File: src/rtl/bus_rr_sched.sv
// Round-robin scheduler moving one packet at a time from driver FIFOs to
// destination FIFOs: arbitrate, pop, decode destination ID, push (or drop).
module bus_rr_sched #(
  parameter int unsigned width     = 16,
  parameter int unsigned drvs      = 8,
  parameter logic [7:0]  broadcast = 8'hFF
) (
  input  logic                      clk,
  input  logic                      reset,
  input  logic [drvs-1:0]           pndng,
  input  logic [drvs*width-1:0]     D_pop,
  output logic [drvs-1:0]           pop,
  output logic [drvs-1:0]           push,
  output logic [width-1:0]          D_push,
  output logic                      busy,
  output logic [$clog2(drvs)-1:0]   grant_id,
  output logic [15:0]               drop_cnt
);

  localparam int unsigned idx_w = $clog2(drvs);
  localparam int unsigned id_w  = 8;

  localparam logic [1:0] ST_IDLE   = 2'd0;
  localparam logic [1:0] ST_POP    = 2'd1;
  localparam logic [1:0] ST_DECODE = 2'd2;
  localparam logic [1:0] ST_PUSH   = 2'd3;

  logic [1:0]       state_q,   state_d;
  logic [idx_w-1:0] rr_ptr_q,  rr_ptr_d;
  logic [idx_w-1:0] grant_q,   grant_d;
  logic [width-1:0] data_q,    data_d;
  logic [drvs-1:0]  push_q,    push_d;
  logic [width-1:0] d_push_q,  d_push_d;
  logic [15:0]      drop_q,    drop_d;
  logic             busy_q,    busy_d;

  logic             req_found;
  logic [idx_w-1:0] req_idx;
  logic [31:0]      cand;
  logic [id_w-1:0]  pkt_id;
  logic [drvs-1:0]  grant_oh;
  logic [drvs-1:0]  dest_oh;
  logic [idx_w-1:0] next_ptr;
  logic             id_valid;

  assign pkt_id   = data_q[width-1 -: id_w];
  assign grant_oh = drvs'(1) << grant_q;
  assign dest_oh  = drvs'(1) << pkt_id[idx_w-1:0];
  assign id_valid = (pkt_id < id_w'(drvs)) && (pkt_id != id_w'(grant_q));
  assign next_ptr = (grant_q == idx_w'(drvs - 1)) ? '0 : grant_q + idx_w'(1);

  // Circular search for the first pending driver at or after rr_ptr.
  always_comb begin
    req_found = 1'b0;
    req_idx   = rr_ptr_q;
    cand      = '0;
    for (int unsigned k = 0; k < drvs; k++) begin
      cand = 32'(rr_ptr_q) + k;
      if (cand >= drvs) cand = cand - drvs;
      if (!req_found && pndng[cand[idx_w-1:0]]) begin
        req_found = 1'b1;
        req_idx   = cand[idx_w-1:0];
      end
    end
  end

  // Next-state and output logic; pop follows pndng live so a withdrawn
  // request in POP never produces a strobe.
  always_comb begin
    state_d  = state_q;
    rr_ptr_d = rr_ptr_q;
    grant_d  = grant_q;
    data_d   = data_q;
    push_d   = '0;
    d_push_d = d_push_q;
    drop_d   = drop_q;
    pop      = '0;

    case (state_q)
      ST_IDLE: begin
        if (req_found) begin
          grant_d = req_idx;
          state_d = ST_POP;
        end
      end
      ST_POP: begin
        if (pndng[grant_q]) begin
          pop     = grant_oh;
          data_d  = D_pop[32'(grant_q)*width +: width];
          state_d = ST_DECODE;
        end else begin
          state_d = ST_IDLE;
        end
      end
      ST_DECODE: begin
        if (pkt_id == broadcast) begin
          push_d   = ~grant_oh;
          d_push_d = data_q;
          state_d  = ST_PUSH;
        end else if (id_valid) begin
          push_d   = dest_oh;
          d_push_d = data_q;
          state_d  = ST_PUSH;
        end else begin
          if (drop_q != 16'hFFFF) drop_d = drop_q + 16'd1;
          rr_ptr_d = next_ptr;
          state_d  = ST_IDLE;
        end
      end
      ST_PUSH: begin
        rr_ptr_d = next_ptr;
        state_d  = ST_IDLE;
      end
      default: state_d = ST_IDLE;
    endcase

    busy_d = (state_d != ST_IDLE);
  end

  always_ff @(posedge clk or negedge reset) begin
    if (!reset) begin
      state_q  <= ST_IDLE;
      rr_ptr_q <= '0;
      grant_q  <= '0;
      data_q   <= '0;
      push_q   <= '0;
      d_push_q <= '0;
      drop_q   <= '0;
      busy_q   <= 1'b0;
    end else begin
      state_q  <= state_d;
      rr_ptr_q <= rr_ptr_d;
      grant_q  <= grant_d;
      data_q   <= data_d;
      push_q   <= push_d;
      d_push_q <= d_push_d;
      drop_q   <= drop_d;
      busy_q   <= busy_d;
    end
  end

  assign push     = push_q;
  assign D_push   = d_push_q;
  assign busy     = busy_q;
  assign grant_id = grant_q;
  assign drop_cnt = drop_q;

endmodule

File: config.mk
export PLATFORM = sky130hd
export DESIGN_NAME = bus_rr_sched
export DESIGN_NICKNAME = d
export VERILOG_FILES = /design/src/rtl/bus_rr_sched.sv
export SDC_FILE = /design/constraint.sdc
export NUM_CORES = 1
export LEC_CHECK = 0
export ABC_AREA = 1
export CORE_ASPECT_RATIO = 1.4
export CORE_UTILIZATION = 41
export CTS_CLUSTER_SIZE = 14
export DETAILED_ROUTE_END_ITERATION = 12
export GPL_ROUTABILITY_DRIVEN = 0
export PLACE_DENSITY = 0.79
export SLEW_MARGIN = 0
export SYNTH_ARGS = -nofsm -noshare
export SYNTH_HDL_FRONTEND = slang
export SYNTH_SLANG_ARGS = --single-unit
File: constraint.sdc
create_clock -name clk -period 2.12 [get_ports clk]
set_input_delay 0.318 -clock clk [delete_from_list [all_inputs] [get_ports clk]]
set_output_delay 0.318 -clock clk [all_outputs]
set_load 0.1 [all_outputs]
==> results of run 1 <==
==> kinds of logic after synthesis <==
| logic type | Yosys count |
|---|---|
| simple gates | 387 |
| compound gates | 153 |
| buf+inv | 89 |
| flops | 65 |
| xor+xnor | 21 |
| fa+ha+maj | 9 |
==> cell usage in the layout (no fill, tap or decap), drive strengths merged <==
master         synthesis  final
nor2                 113    113
nand2                198    198
clkbuf                23     12
nor3                  13     13
ha                     9      9
dlygate4sd3            0      1
nor4                   3      3
xor2                  11     11
nand4                 13     13
a211oi                 2      2
o21a                   1      1
o21ai                 80     80
clkdlybuf4s50          0    136
buf                   15     95
bufbuf                 0      1
o211ai                 1      1
dfrtp                 65     65
inv                   50     49
nand3                 47     47
a31oi                  7      7
o22ai                 34     34
xnor2                 10     10
a21o                  10     10
a21oi                 17     17
bufinv                 0      1
clkinv                 1      5
o21bai                 1      1
==> worst max-delay path by stage <==
stage / startpoint / to / slack [ns] / depth (start not counted)
floorplan: grant_id[0] / pop[6] / -0.34 / 8
global placement: pndng[6] / pop[6] / -0.17 / 9
detailed placement: pndng[6] / pop[0] / -0.18 / 9
CTS: grant_id[0] / pop[0] / -0.22 / 9
global route: grant_id[0] / pop[3] / -0.27 / 9
finish: grant_id[0] / pop[0] / -0.20 / 9
==> flip-flops by register name, summed over array words and instances (netlist names) <==
| signal | cells |
|---|---|
| drop_cnt | 16 |
| data_q | 16 |
| grant_id | 3 |
| state_q | 2 |
| D_push | 16 |
| push | 8 |
| rr_ptr_q | 3 |
| busy | 1 |
==> area by class of cell <==
cell class / count / area share, %
timing repair buffer: 234 / 29.98
multi-input combinational: 570 / 40.09
sequential: 65 / 21.13
clock inverter: 4 / 0.5759
tap: 147 / 2.352
inverter: 51 / 2.896
clock buffer: 11 / 2.976
==> where the power goes <==
| group | internal (mW) | switching, mW | total, mW |
|---|---|---|---|
| clock network | 0.896 | 0.501 | 1.40 |
| logic | 3.04 | 5.58 | 8.62 |
| registers | 1.64 | 0.373 | 2.01 |
==> critical path: stages (launching register included) <==
cell     delay, ns
dfrtp_4       0.53
inv_6         0.10
nor2_4        0.04
o22ai_2       0.16
inv_2         0.06
o21ai_4       0.20
nand2_2       0.11
buf_8         0.16
nor2_4        0.12
buf_12        0.18
==> layer usage <==
metal  routed length, um  GRT usage [%]
met1                5998          28.89
met4                 720          12.63
met5                   0              0
met2                9109          51.76
met3                 944          6.055
==> timing repair <==
item,4_1_cts,5_1_grt
setup buffers,3,1
hold buffers,1,0
gates resized for setup,19,30
pin swaps,7,7
endpoints found under the hold margin,16,0
cloned,1,1
setup endpoints to repair,11,30
==> out/metrics.cfg, run 1 <==
[routing]
drc = 0
via_count = 5709
drtIter0Drc = 217
wire_per_inst_um = 15.50
ant_nets = 0
viasPerCell = 5.276
dr.pass1.iters = 5
postRouteWirelength_um = 16770

[setup_path]
cp.required_ns = 1.80
cp_data_arrival_time_ns = 2.00
reg2reg_to = grant_id[1]
cp_max_fo = 6
r2r-start = rr_ptr_q[0]
reg2reg_slack_ns = 0.01
r2r_cells = 13
start_kind = flip-flop
path_class = reg -> out
crit_path_end_kind = output pin

[synth]
ys_ff_latch = 65
synth-simple-area-share_pct = 35.51
synthAdderAreaFrac_pct = 2.283
async_reset_ff_share_pct = 100.0
yosysTopAreaCell = dfrtp_1
syn_inst = 724
synth_xor_area_share_pct = 3.881
synth_top_family_by_area = simple AND/OR/NAND/NOR gates
synth_compound_area_share_pct = 17.33
synth-edff-count = 0
ys_seq_area_share_pct = 32.98
synthTopCellsByArea = dfrtp_1 33%, nand2_1 14%, nor2_1 8.2%
synth.net_count = 871
synth_top_area_share_pct = 32.98
synth_mux_area_share_pct = 0
synthesis.area_mm2 = 0.004932
syn_area_per_cell_um2 = 6.812
yosysMostFrequentCell = nand2_1
yosysWarnings = 0
synth.distinct_cells = 37
yosys-top-cells-count = 180 x nand2_1, 108 x nor2_1, 78 x o21ai_0
synth_flop_cell = dfrtp_1

[sta]
setup_viol = 8
max_freq_mhz = 431.1
finalClockSkew_ns = 0.005644
finalCriticalPeriod_ns = 2.320
rsz0062_at_grt = true
setup_tns_ns = -1.386
hold_viol = 0
fin_ws_ns = -0.1997
whs_ns = 0.4547
slew_viol_final = 0
tightest_slew_ns = 0.4034
slew_headroom_pct = 73.11
post-route-period-util_pct = 109.4

[cells_and_area]
layout.cells.non_filler = 1082
multi_input_area_mm2 = 0.003136
n_fill_cell = 1004
area.sequential_mm2 = 0.001653
areaGrowthSynthToFinish_pct = 58.57
final_nets = 1078
fin_util_pct = 66.50
drive_gt1_share_pct = 22.99
stdcell_area_mm2 = 0.007821
antenna_cells = 0

[pwr]
powerDensity_mw_per_mm2 = 1538
ir_worst_vdd_mv = 0.7066
power.leakage_nw = 3.590
power.total_mw = 12.03

[place]
portBuffers = 189
post-place-ws_ns = -0.1766
place_area_mm2 = 0.007283
place_inst = 1060
dp_hpwl_um = 12690

[grt]
grt_pass1_wl_um = 27100
grtUsageTotal_pct = 27.86
grt_overflow = 0
grt_max_degree = 50
grt_pass1_vias = 5781
antenna_found_initial = 0

[clock_tree]
cts_buffer_depth = 2
numCtsBuffers = 9
cts_num_sinks = 65
clk_latency_ns = 0.33
cts-root-buf = clkbuf_16
htreeDepth = 3
cts_tree = built
clk_pin_slew_worst_paths_ns = 0.06

[floorplan]
coreArea_mm2 = 0.01176
initial_core_util_pct = 41.94
rows = 47
die_h_um = 131.8
die_w_um = 94.70
dieArea_mm2 = 0.01248
num_io_pins = 190

[run_status]
outcome = finished with violations
violations = negative setup slack

[worst_hold_path]
hp-class = in -> async

[flow_run]
max_cap_viol_count = 0

Note: power is estimated with default switching activity, not from simulation.
==> inputs of run 2 (changes only) <==
HOLD_SLACK_MARGIN = 0.05   (was default)
clock period = 2 ns   (was 2.12 ns; I/O delays follow)
==> run 2 against run 1 <==
Compared with the run above: the run still ends with negative setup slack left; hold slack improved by 0.018 ns; wire length fell by 0.22%; final cell count rose by 0.83%; combinational power rose by 6.8%; clock power rose by 14%; sequential share of layout area fell by 0.11 points; critical path depth did not move; final area rose by 1.1%; clock skew rose by 0.00060 ns; clock-buffer cell count rose by 1; setup slack got worse by 0.11 ns.
==> out/metrics.cfg, run 2 (synthesized netlist as in run 1, its figures left out) <==
[cells_and_area]
final_nets = 1086  ; +0.74%
final_cell_mix = 177 x nand2_1, 136 x clkdlybuf4s50_1, 101 x nor2_1, 80 x buf_4, 76 x o21ai_0
areaGrowthSynthToFinish_pct = 60.27
n_fill_cell = 1000  ; -0.40%
multi_input_area_mm2 = 0.003120  ; -0.48%
final_common_cell = nand2_1
drive_gt1_share_pct = 23.20  ; +0.20 points
antenna_cells = 0  ; unchanged
area.sequential_mm2 = 0.001662  ; +0.53%

[sta]
post-route-period-util_pct = 115.5
rsz0062_at_grt = true
max_freq_mhz = 432.7
finalClockSkew_ns = 0.006242  ; +0.0005986 ns
setup_viol = 11  ; +3
fin_ws_ns = -0.3109  ; -0.1112 ns
slew_headroom_pct = 60.24  ; -13 points
finalCriticalPeriod_ns = 2.311
tightest_slew_ns = 0.5965  ; +0.1931 ns
whs_ns = 0.4726  ; +0.01788 ns
hold_viol = 0  ; unchanged
slew_viol_final = 0  ; unchanged

[clock_tree]
numCtsBuffers = 9  ; unchanged
htreeDepth = 3  ; unchanged
clk_pin_slew_worst_paths_ns = 0.06  ; about the same
clk_latency_ns = 0.33  ; about the same
cts_num_sinks = 65  ; unchanged
cts_tree = built
cts_buffer_depth = 2  ; unchanged
cts-root-buf = clkbuf_16

[worst_hold_path]
hp-class = reg -> reg
hp-start = data_q[4]

[pwr]
pwr-share-comb_pct = 71.2  ; -0.5 points
internal_power_mw = 6.068  ; +8.9%
power.share.clock_pct = 12.3  ; +0.7 points
powerDensity_mw_per_mm2 = 1636  ; +6.4%
ir_worst_vdd_mv = 0.7976  ; +13%
power_switching_mw = 6.864  ; +6.4%
power.total_mw = 12.93  ; +7.5%
seq_power_share_pct = 16.5  ; -0.2 points
power.leakage_nw = 3.648  ; +1.6%
swShare_pct = 53.08  ; -0.57 points

[floorplan]
coreArea_mm2 = 0.01176  ; unchanged
dieArea_mm2 = 0.01248  ; unchanged
num_io_pins = 190  ; unchanged
die_w_um = 94.70  ; unchanged
die_h_um = 131.8  ; unchanged
rows = 47  ; unchanged
initial_core_util_pct = 41.94  ; unchanged

[routing]
postRouteWirelength_um = 16740  ; -0.22%
wire_per_inst_um = 15.34  ; -1.0%
drtIter0Drc = 218  ; +0.46%
top_layer = met4
dr.pass1.iters = 4  ; -1
drc = 0  ; unchanged
ant_nets = 0  ; unchanged
viasPerCell = 5.295  ; +0.36%
wl_met2_um = 9227  ; +1.3%
wl_met1_um = 5863  ; -2.3%
routed-wl-met3_um = 836  ; -11%
via_count = 5777  ; +1.2%

[setup_path]
startpoint = grant_id[0]
path_class = reg -> out
cp_data_arrival_time_ns = 2.01  ; about the same
r2r-start = rr_ptr_q[0]
start_kind = flip-flop
cp_max_fo = 6  ; unchanged
crit_path_end_kind = output pin
cp.required_ns = 1.70  ; -0.10 ns

[run_status]
outcome = finished with violations
violations = negative setup slack

[place]
portBuffers = 189  ; unchanged
dp_hpwl_um = 12810  ; +0.89%

[flow_run]
max_cap_viol_count = 0  ; unchanged

[grt]
grtUsageTotal_pct = 27.73  ; -0.12 points
grt_max_degree = 45  ; -10%
grt_pass1_wl_um = 26880  ; -0.84%
grt_overflow = 0  ; unchanged
antenna_found_initial = 0  ; unchanged
grt_pass1_vias = 5760  ; -0.36%

## run 2: metal layers
| metal | up-vias | track usage [%] |
|---|---|---|
| li1 | 2833 | - |
| met4 | 0 | 15.57 |
| met1 | 2683 | 27.47 |
| met2 | 208 | 51.56 |
| met5 | - | 0 |
| met3 | 53 | 5.940 |
## run 2: worst paths after layout
| path | to | slack (ns) | depth (start not counted) |
|---|---|---|---|
| max in group asynchronous | D_push[3] | 0.87 | 3 |
| min in group asynchronous | drop_cnt[2] | 0.52 | 2 |
| worst min-delay path | data_q[4] | 0.47 | 1 |
| worst max-delay path | pop[5] | -0.31 | 9 |
| worst min register to register | data_q[4] | 0.47 | 1 |
| worst max register to register | grant_id[1] | -0.05 | 14 |
## run 2: critical path, stage by stage, from the launching register on
cell,delay [ns]
dfrtp_4,0.53
inv_4,0.10
nor2_2,0.04
o22ai_2,0.16
inv_2,0.06
o21ai_4,0.20
buf_6,0.15
inv_6,0.04
nor3_4,0.19
buf_12,0.20
## run 2: through the flow
step                utilization [%]  area, um2  worst slack, ns  std cells  TNS, ns
finish                        67.21       7905          -0.3109       1091   -2.124
global route                  67.21       7905          -0.3532       1091   -3.263
CTS                           66.52       7824          -0.3684       1090   -2.744
detailed placement            62.77       7382          -0.3031       1069   -6.513
global placement              62.77       7382          -0.2697       1069   -5.750
floorplan                         -       5155          -0.4421        724   -3.632
## run 2: area by class of cell
class	count	area share, %
Tap cell	147	2.327
Inverter	51	2.770
Clock buffer	12	3.245
Sequential cell	65	21.02
Multi-Input combinational cell	570	39.47
Timing Repair Buffer	242	30.52
Clock inverter	4	0.6489
## run 2: timing repair
item,in CTS,in global routing
gates resized for setup,17,21
pin swaps,15,11
hold buffers,1,0
endpoints found under the hold margin,23,0
gates cloned,1,0
setup endpoints to repair,29,52
buffers inserted,4,1
## run 2: power groups by stage
stage | clock [mW] | sequential [mW] | combinational, mW
5_1_grt | 1.67 | 2.17 | 9.95
4_1_cts | 1.62 | 2.11 | 9.00
2_1_floorplan | 0 | 3.31 | 4.96
3_5_place_dp | 0 | 2.11 | 8.63
6_report | 1.60 | 2.13 | 9.21
3_3_place_gp | 0 | 2.12 | 8.51
